[config.mk]
export PLATFORM = sky130hd
export DESIGN_NAME = mpmc11_rd_burst_collect
export DESIGN_NICKNAME = d
export VERILOG_FILES = /design/src/rtl/mpmc11_rd_burst_collect.sv
export SDC_FILE = /design/constraint.sdc
export NUM_CORES = 2
export LEC_CHECK = 0
export BUFFER_PORTS_ARGS = -buffer_cell sky130_fd_sc_hd__buf_2
export CORE_MARGIN = 4
export CORE_UTILIZATION = 61
export CTS_CLUSTER_DIAMETER = 80
export DETAILED_ROUTE_END_ITERATION = 10
export GPL_TIMING_DRIVEN = 0
export PLACE_DENSITY = 0.81
export SLEW_MARGIN = 5
export SYNTH_ARGS = -nofsm -noshare
export SYNTH_HDL_FRONTEND = slang
export SYNTH_SLANG_ARGS = --single-unit
[constraint.sdc]
create_clock -name clk -period 6.8 [get_ports clk]
set_clock_uncertainty 0.2 [all_clocks]
set_input_delay 1.02 -clock clk [delete_from_list [all_inputs] [get_ports clk]]
set_output_delay 1.02 -clock clk [all_outputs]
set_load 0.01 [all_outputs]
[src/rtl/mpmc11_rd_burst_collect.sv]
// Read-return burst collector: assembles one burst of read beats into a line and hands it off.
// Optional critical-word-first slot placement when MPMC11_RBC_CRIT_WORD_EN is defined.
module mpmc11_rd_burst_collect #(
  parameter int unsigned DW        = 128,
  parameter int unsigned MAX_BEATS = 4,
  parameter int unsigned TW        = 4
) (
  input  logic                          clk,
  input  logic                          rst_n,
  input  logic                          start,
  input  logic [7:0]                    burst_len,
  input  logic [TW-1:0]                 tag_i,
  input  logic [$clog2(MAX_BEATS)-1:0]  crit_beat,
  input  logic                          rd_valid,
  input  logic [DW-1:0]                 rd_data,
  output logic                          idle,
  output logic                          out_valid,
  input  logic                          out_ready,
  output logic [DW*MAX_BEATS-1:0]       out_data,
  output logic [TW-1:0]                 out_tag,
  output logic [7:0]                    out_beats,
  output logic                          err_stray,
  output logic                          err_clamp
);

  localparam int unsigned CW     = $clog2(MAX_BEATS);
  localparam int unsigned LW     = DW * MAX_BEATS;
  localparam logic [7:0]  MaxLen = 8'(MAX_BEATS - 1);

  typedef enum logic [1:0] {StIdle, StCollect, StHold} state_e;

  state_e        state_q;
  logic [7:0]    len_q, cnt_q;
  logic [TW-1:0] tag_q;
  logic [LW-1:0] line_q, line_wr;
  logic [7:0]    len_eff;
  logic [CW-1:0] idx;
  logic          beat_fire, line_done, out_free, load;

  assign len_eff   = (burst_len > MaxLen) ? MaxLen : burst_len;
  assign idle      = (state_q == StIdle);
  assign beat_fire = (state_q == StCollect) && rd_valid;
  assign line_done = beat_fire && (cnt_q == len_q);
  assign out_free  = !out_valid || out_ready;
  // A finished line moves to the output register either on its last beat or from HOLD.
  assign load      = out_free && (line_done || (state_q == StHold));

`ifdef MPMC11_RBC_CRIT_WORD_EN
  logic [7:0] crit_q, crit_mod, idx_sum, idx_full;
  logic       unused_idx;

  assign crit_mod = 8'(crit_beat) % (len_eff + 8'd1);
  assign idx_sum  = crit_q + cnt_q;
  // crit_q and cnt_q are both <= len_q, so a single subtraction performs the modulo.
  assign idx_full = (idx_sum > len_q) ? (idx_sum - len_q - 8'd1) : idx_sum;
  assign idx      = idx_full[CW-1:0];
  assign unused_idx = ^idx_full[7:CW];
`else
  logic unused_crit;

  assign idx         = cnt_q[CW-1:0];
  assign unused_crit = ^crit_beat;
`endif

  // Line contents including the beat arriving this cycle, so completion can forward it.
  always_comb begin
    line_wr = line_q;
    if (beat_fire) line_wr[idx*DW +: DW] = rd_data;
  end

  always_ff @(posedge clk) begin
    if (!rst_n) begin
      state_q   <= StIdle;
      len_q     <= '0;
      cnt_q     <= '0;
      tag_q     <= '0;
      line_q    <= '0;
      out_valid <= 1'b0;
      out_data  <= '0;
      out_tag   <= '0;
      out_beats <= '0;
      err_stray <= 1'b0;
      err_clamp <= 1'b0;
`ifdef MPMC11_RBC_CRIT_WORD_EN
      crit_q    <= '0;
`endif
    end else begin
      err_stray <= rd_valid && (state_q != StCollect);
      err_clamp <= 1'b0;

      if (out_valid && out_ready) out_valid <= 1'b0;
      if (load) begin
        out_valid <= 1'b1;
        out_data  <= line_wr;
        out_tag   <= tag_q;
        out_beats <= len_q + 8'd1;
      end

      unique case (state_q)
        StIdle: begin
          if (start) begin
            state_q   <= StCollect;
            len_q     <= len_eff;
            tag_q     <= tag_i;
            cnt_q     <= '0;
            line_q    <= '0;
            err_clamp <= (burst_len > MaxLen);
`ifdef MPMC11_RBC_CRIT_WORD_EN
            crit_q    <= crit_mod;
`endif
          end
        end
        StCollect: begin
          if (beat_fire) begin
            line_q <= line_wr;
            if (line_done) begin
              state_q <= load ? StIdle : StHold;
            end else begin
              cnt_q <= cnt_q + 8'd1;
            end
          end
        end
        StHold: begin
          if (load) state_q <= StIdle;
        end
        default: state_q <= StIdle;
      endcase
    end
  end

endmodule
======== After elaboration in Yosys (flattened, before gate mapping) ========
Cells that the tools add are included.
word-level totals
  bits in registers ....................... 1,061
  output and inout bits ................... 528
  word-level logic and storage cells ...... 60
cells by class
  $add $sub $neg .......................... 3
  magnitude comparators ................... 1
  equal/unequal tests ..................... 9
  shift-type cells ........................ 2
  muxes and demuxes ....................... 18
  reductions and logical operators ........ 16
operators with widths
  cell                                                                             count
  512-bit 2-to-1 mux                                                               3
  512-bit case mux with 2 select lines                                             1
  512-bit bitwise mux                                                              1
  128-bit by 34-bit variable shift with 512-bit output, first input constant       1
  128-bit by 34-bit variable part select with 512-bit output                       1
  9-bit negation with 34-bit output                                                1
  8-bit 2-to-1 mux                                                                 4
  8-bit by 1-bit adder with 8-bit output, second input constant                    2
  8-bit case mux with 2 select lines                                               1
  2-bit 2-to-1 mux                                                                 5
  2-bit != test, second input constant                                             5
  8-bit == test                                                                    1
  8-bit by 2-bit greater-than comparator with 1-bit output, second input constant  1
  4-bit AND reduction                                                              2
  2-bit case mux with 3 select lines                                               1
  3-bit AND reduction                                                              2
  1-bit logical AND                                                                5
  2-bit nonzero test                                                               2
  2-bit by 1-bit == test with 1-bit output, second input constant                  1
  2-bit == test, second input constant                                             1
  2-bit logical NOT                                                                1
  1-bit logical OR                                                                 2
  1-bit 2-to-1 mux                                                                 2
  2-bit by 1-bit != test with 1-bit output, second input constant                  1
  2 further kinds                                                                  2

======== Logic depth before layout (Yosys ltp) ========
  depth after elaboration ................. 9
  mapped depth ............................ 12

======== Worst setup path before layout ========
No wires, ideal clock.
  path type ............................... reg-to-reg
  start ................................... register cnt_q[0]
  end ..................................... register line_q[343]
  setup time .............................. 0.065 ns
  arrival ................................. 2.818 ns
  required time ........................... 6.535 ns
  setup slack ............................. 3.717 ns
  stages on the path, launching flop included .. 13
  path buffers ............................ 5
  period minus slack after synthesis ...... 3.083 ns
  cell sequence ........................... dfxtp_1 -> clkbuf_1 -> inv_1 -> ha_1 -> nor2b_1 -> and2_1 -> clkbuf_1 -> nor2b_1 -> clkbuf_1 -> buf_2 -> buf_1 -> a22oi_1 -> nor2_1
on the way
  cells in the longest elaborated chain, start to end .. 6
  elaborated cells on any way between the ends .. 7
  those cells by class .................... add/sub (1); shift (2); mux (4)
RTL lines
  what                                                                                                                                line  text
  start, declared                                                                                                                     33    logic [7:0] len_q, cnt_q;
  start signal, assigned                                                                                                              119   cnt_q <= cnt_q + 8'd1;
  9-bit negation with 34-bit output *                                                                                                 68    if (beat_fire) line_wr[idx*DW +: DW] = rd_data;
  128-bit by 34-bit variable part select with 512-bit output or 128-bit by 34-bit variable shift with 512-bit output (tied branches)  68
  512-bit bitwise mux *                                                                                                               68
  512-bit 2-to-1 mux *                                                                                                                68
  512-bit 2-to-1 mux *                                                                                                                114   if (beat_fire) begin
  512-bit case mux with 2 select lines *                                                                                              99    unique case (state_q)
  end signal, assigned                                                                                                                115   line_q <= line_wr;
  end, declared                                                                                                                       35    logic [LW-1:0] line_q, line_wr;
Every way passes the cells marked *; elsewhere a longest branch is shown, timed or not. The select of a mux whose other input is x is not followed.
A chain may end at the register's enable or synchronous reset.

======== Final worst setup path ========
  start ................................... register cnt_q[0]
  end ..................................... register line_q[381]
Same word-level chain as after synthesis.

==> results_dict.tcl <==
set metrics [dict create \
    setup-tns-final_ps 0 \
    wl_met1_um 62200 \
    synth_compound_area_share_pct 25.4 \
    die_h_um 271 \
    initial_core_util_pct 61.5 \
    synthMostInstantiatedCell "dfxtp_1" \
    syn_inst 4754 \
    cts-root-buf "clkbuf_16" \
    hold_violations 0 \
    fmax_ghz 0.189 \
    synth_area_per_cell_um2 8.87 \
    max-cap-violations 2 \
    synthSimpleGateAreaFrac_pct 18.3 \
    clkSinkCount 1061 \
    violations "max-capacitance violations, max-slew violations" \
    worstRegToRegCells 12 \
    cts_buffers 106 \
    syn_area_um2 42200 \
    dieWidth_um 271 \
    synthToLayoutAreaGrowth_pct 19.3 \
    min_period_over_period_pct 77.6 \
    grt_max_degree 14 \
    gr-usage-all-layers_pct 43.9 \
    path_class "reg -> reg" \
    intPower_uw 10600 \
    slew_viol_final 22 \
    insertion_delay_ps 670 \
    yosys_register_bits 1061 \
    ys_warn_count 0 \
    io_buffers 664 \
    std_cell_rows 96 \
    highest_layer "met5" \
    post-place-ws_ps 1840 \
    gr-total-overflow 0 \
    tightest_slew_ps 1530 \
    worstHoldPathType "reg -> reg" \
    antenna_found_initial 14 \
    fin_ws_ps 1520 \
    postCtsHoldBufs 0 \
    p_seq_share_pct 45.8 \
    vdd_ir_drop_max_mv 0.191 \
    combPwrFrac_pct 11.7 \
    reg2reg_from "cnt_q[0]$_SDFFE_PN0P_" \
    status "finished with violations" \
    synth_xor_area_share_pct 0.291 \
    setup_viol 0 \
    maxSlewHeadroom_pct -1.97 \
    end_kind "register" \
    wl_per_cell_um 26.1 \
    cts_resized 0 \
    whs_ps 255 \
    synth_top_family_by_area "compound AO/OA/AOI/OAI gates" \
    dr.pass1.iters 7 \
    synth_fa_ha_area_share_pct 0.208 \
    cp.arrival_ps 5680 \
    cp.required_ps 7200 \
    fin_nets 5681 \
    grt_pass1_vias 40140 \
    regToRegEndpoint "line_q[381]$_SDFFE_PN0P_" \
    clock_power_share_pct 42.5 \
    worstSetupStartpointType "register" \
    vias 43897 \
    cts_tree "yes" \
    leakage_uw 0.0197 \
    dr_wl_met3_um 22100 \
    io_pins 675 \
    synth_top_flop_cell "dfxtp_1" \
    synth_top_cell_by_area "dfxtp_1" \
    synth_edf_count 0 \
    dieArea_um2 73400 \
    antenna_left 0 \
    first_iter_violations 5985 \
    p_per_area_nw_per_um2 287 \
    crit_path_start "cnt_q[0]$_SDFFE_PN0P_" \
    min_period_ps 5280 \
    cts_max_level 3 \
    drive_gt1_share_pct 16.3 \
    synthMuxAreaShare_pct 0.0237 \
    async_reset_ff_share_pct 0 \
    synth_top_area_share_pct 50.4 \
    finalWirelength_um 171000 \
    rrSetupSlack_ps 1520 \
    synth.yosys.seq_area_share_pct 50.4 \
    synth_cell_types 45 \
    clk_pin_slew_ps 60 \
    grt_pass1_wl_um 249000 \
    ys_top_cells_by_count "1061 x dfxtp_1, 520 x nor2_1, 504 x nor3_1, 477 x clkbuf_1, 417 x a22oi_1" \
    rsz0062_at_grt "false" \
    crit_path_max_fanout 10 \
    p_switching_uw 3850 \
    core_area_um2 68600 \
    synth_fp_nets 4908 \
    clockBufferDepth 3 \
    synthTopCellsByArea "dfxtp_1 50%, a22oi_1 7.4%, a211oi_1 6.4%, nor3_1 6.0%, a2bb2oi_1 4.7%" \
    route.detailed.drc 0 \
    nFillCells 5311 \
    met2_wirelength_um 72700 \
    post_cts_buffers 0 \
    place.gp.congestion 0.959 \
    swShare_pct 26.7 \
    dp_hpwl_um 120000 \
    avgViaCountPerCell 6.70 \
    crit_end "line_q[381]$_SDFFE_PN0P_" \
]
power by group through the flow:
stage               Clock [uW]  Combinational, uW  Sequential (uW)
global route              6350               1770             6630
global placement             0               1600             6730
CTS                       6080               1630             6600
finish                    6140               1690             6610
detailed placement           0               1620             6730
floorplan                    0                790             6800
critical path: stages (launching register included):
cell and delay, ps:
dfxtp_1 420, clkbuf_1 350, inv_1 240, ha_1 420
nor2b_1 230, and2_1 150, clkbuf_1 600, nor2b_1 240
clkbuf_1 960, buf_2 490, buf_1 540, a22oi_1 220
nor2_1 150
layout make-up:
cell class              count  area, um^2  share of cell area (%)
flip-flops and latches   1061       21200                    42.2
multi-input cells        3118       18700                    37.1
repair buffers            665        3330                    6.63
clock buffers             156        3150                    6.27
plain buffers             570        2240                    4.45
well taps                 931        1160                    2.32
clock inverters            33         448                   0.890
diodes                      9        22.5                  0.0448
inverters                   5        18.8                  0.0373
through the flow:
stage	power (uW)	std cells	util, %	area (um^2)
after floorplan	7590	4754	-	42200
after global placement	8330	6349	68.0	46600
after detailed placement	8350	6349	68.0	46700
after CTS	14300	6538	73.3	50300
after global routing	14700	6540	73.3	50300
final	14400	6548	73.3	50300
worst min path at each step:
stage / start / depth (start not counted) / slack (ps) / to
floorplan: tag_q[0]$_SDFFE_PN0P_ / 2 / 230 / tag_q[0]$_SDFFE_PN0P_
global placement: line_q[255]$_SDFFE_PN0P_ / 2 / 240 / line_q[255]$_SDFFE_PN0P_
detailed placement: tag_q[3]$_SDFFE_PN0P_ / 2 / 250 / tag_q[3]$_SDFFE_PN0P_
CTS: tag_q[3]$_SDFFE_PN0P_ / 2 / 260 / tag_q[3]$_SDFFE_PN0P_
global route: tag_q[3]$_SDFFE_PN0P_ / 2 / 280 / tag_q[3]$_SDFFE_PN0P_
finish: tag_q[3]$_SDFFE_PN0P_ / 2 / 250 / tag_q[3]$_SDFFE_PN0P_
per-layer routing:
layer	track usage (%)	vias to the layer above
li1	-	19232
met1	54.7	20941
met2	65.4	3045
met3	14.0	667
met4	29.0	12
met5	0	-
cell families (layout without fill, tap and decap cells):
group                      after synthesis  after routing
and+or+nand+nor                       1650           1650
muxes                                    1              1
DFF                                   1061           1061
AOI/OAI and AO/OA                     1446           1446
buffers and inverters                  575           1429
adders and majority gates                7              7
other                                    0              9
xor gates and xnor gates                14             14
placed cells by master, fill, tap and decap left out, types with 3 or more instances in the layout:
cell type	count
a22oi_1	417
nand2_1	202
clkinv_2	20
a2bb2oi_1	224
xor2_1	10
nor2_1	520
clkbuf_2	22
inv_1	5
a211oi_1	358
a311oi_1	137
clkbuf_16	109
buf_2	720
a21oi_1	246
xnor2_1	4
o32ai_1	3
buf_1	29
nor3_1	504
dfxtp_1	1061
nand3_1	153
nor4_1	3
o21ai_0	14
o211a_1	20
nand4_1	5
ha_1	7
or3_1	5
bufinv_16	11
and3_1	234
clkbuf_1	485
diode_2	9
and2_1	6
clkbuf_8	25
nor2b_1	3
o221ai_1	18
flip-flops by register name (all words and copies together) (netlist names):
signal and count:
cnt_q 8, err_stray 1, out_valid 1, tag_q 4, state_q 2, out_data 512, err_clamp 1, out_tag 4
len_q 8, line_q 512, out_beats 8
Power figures use the tool's default switching activity.
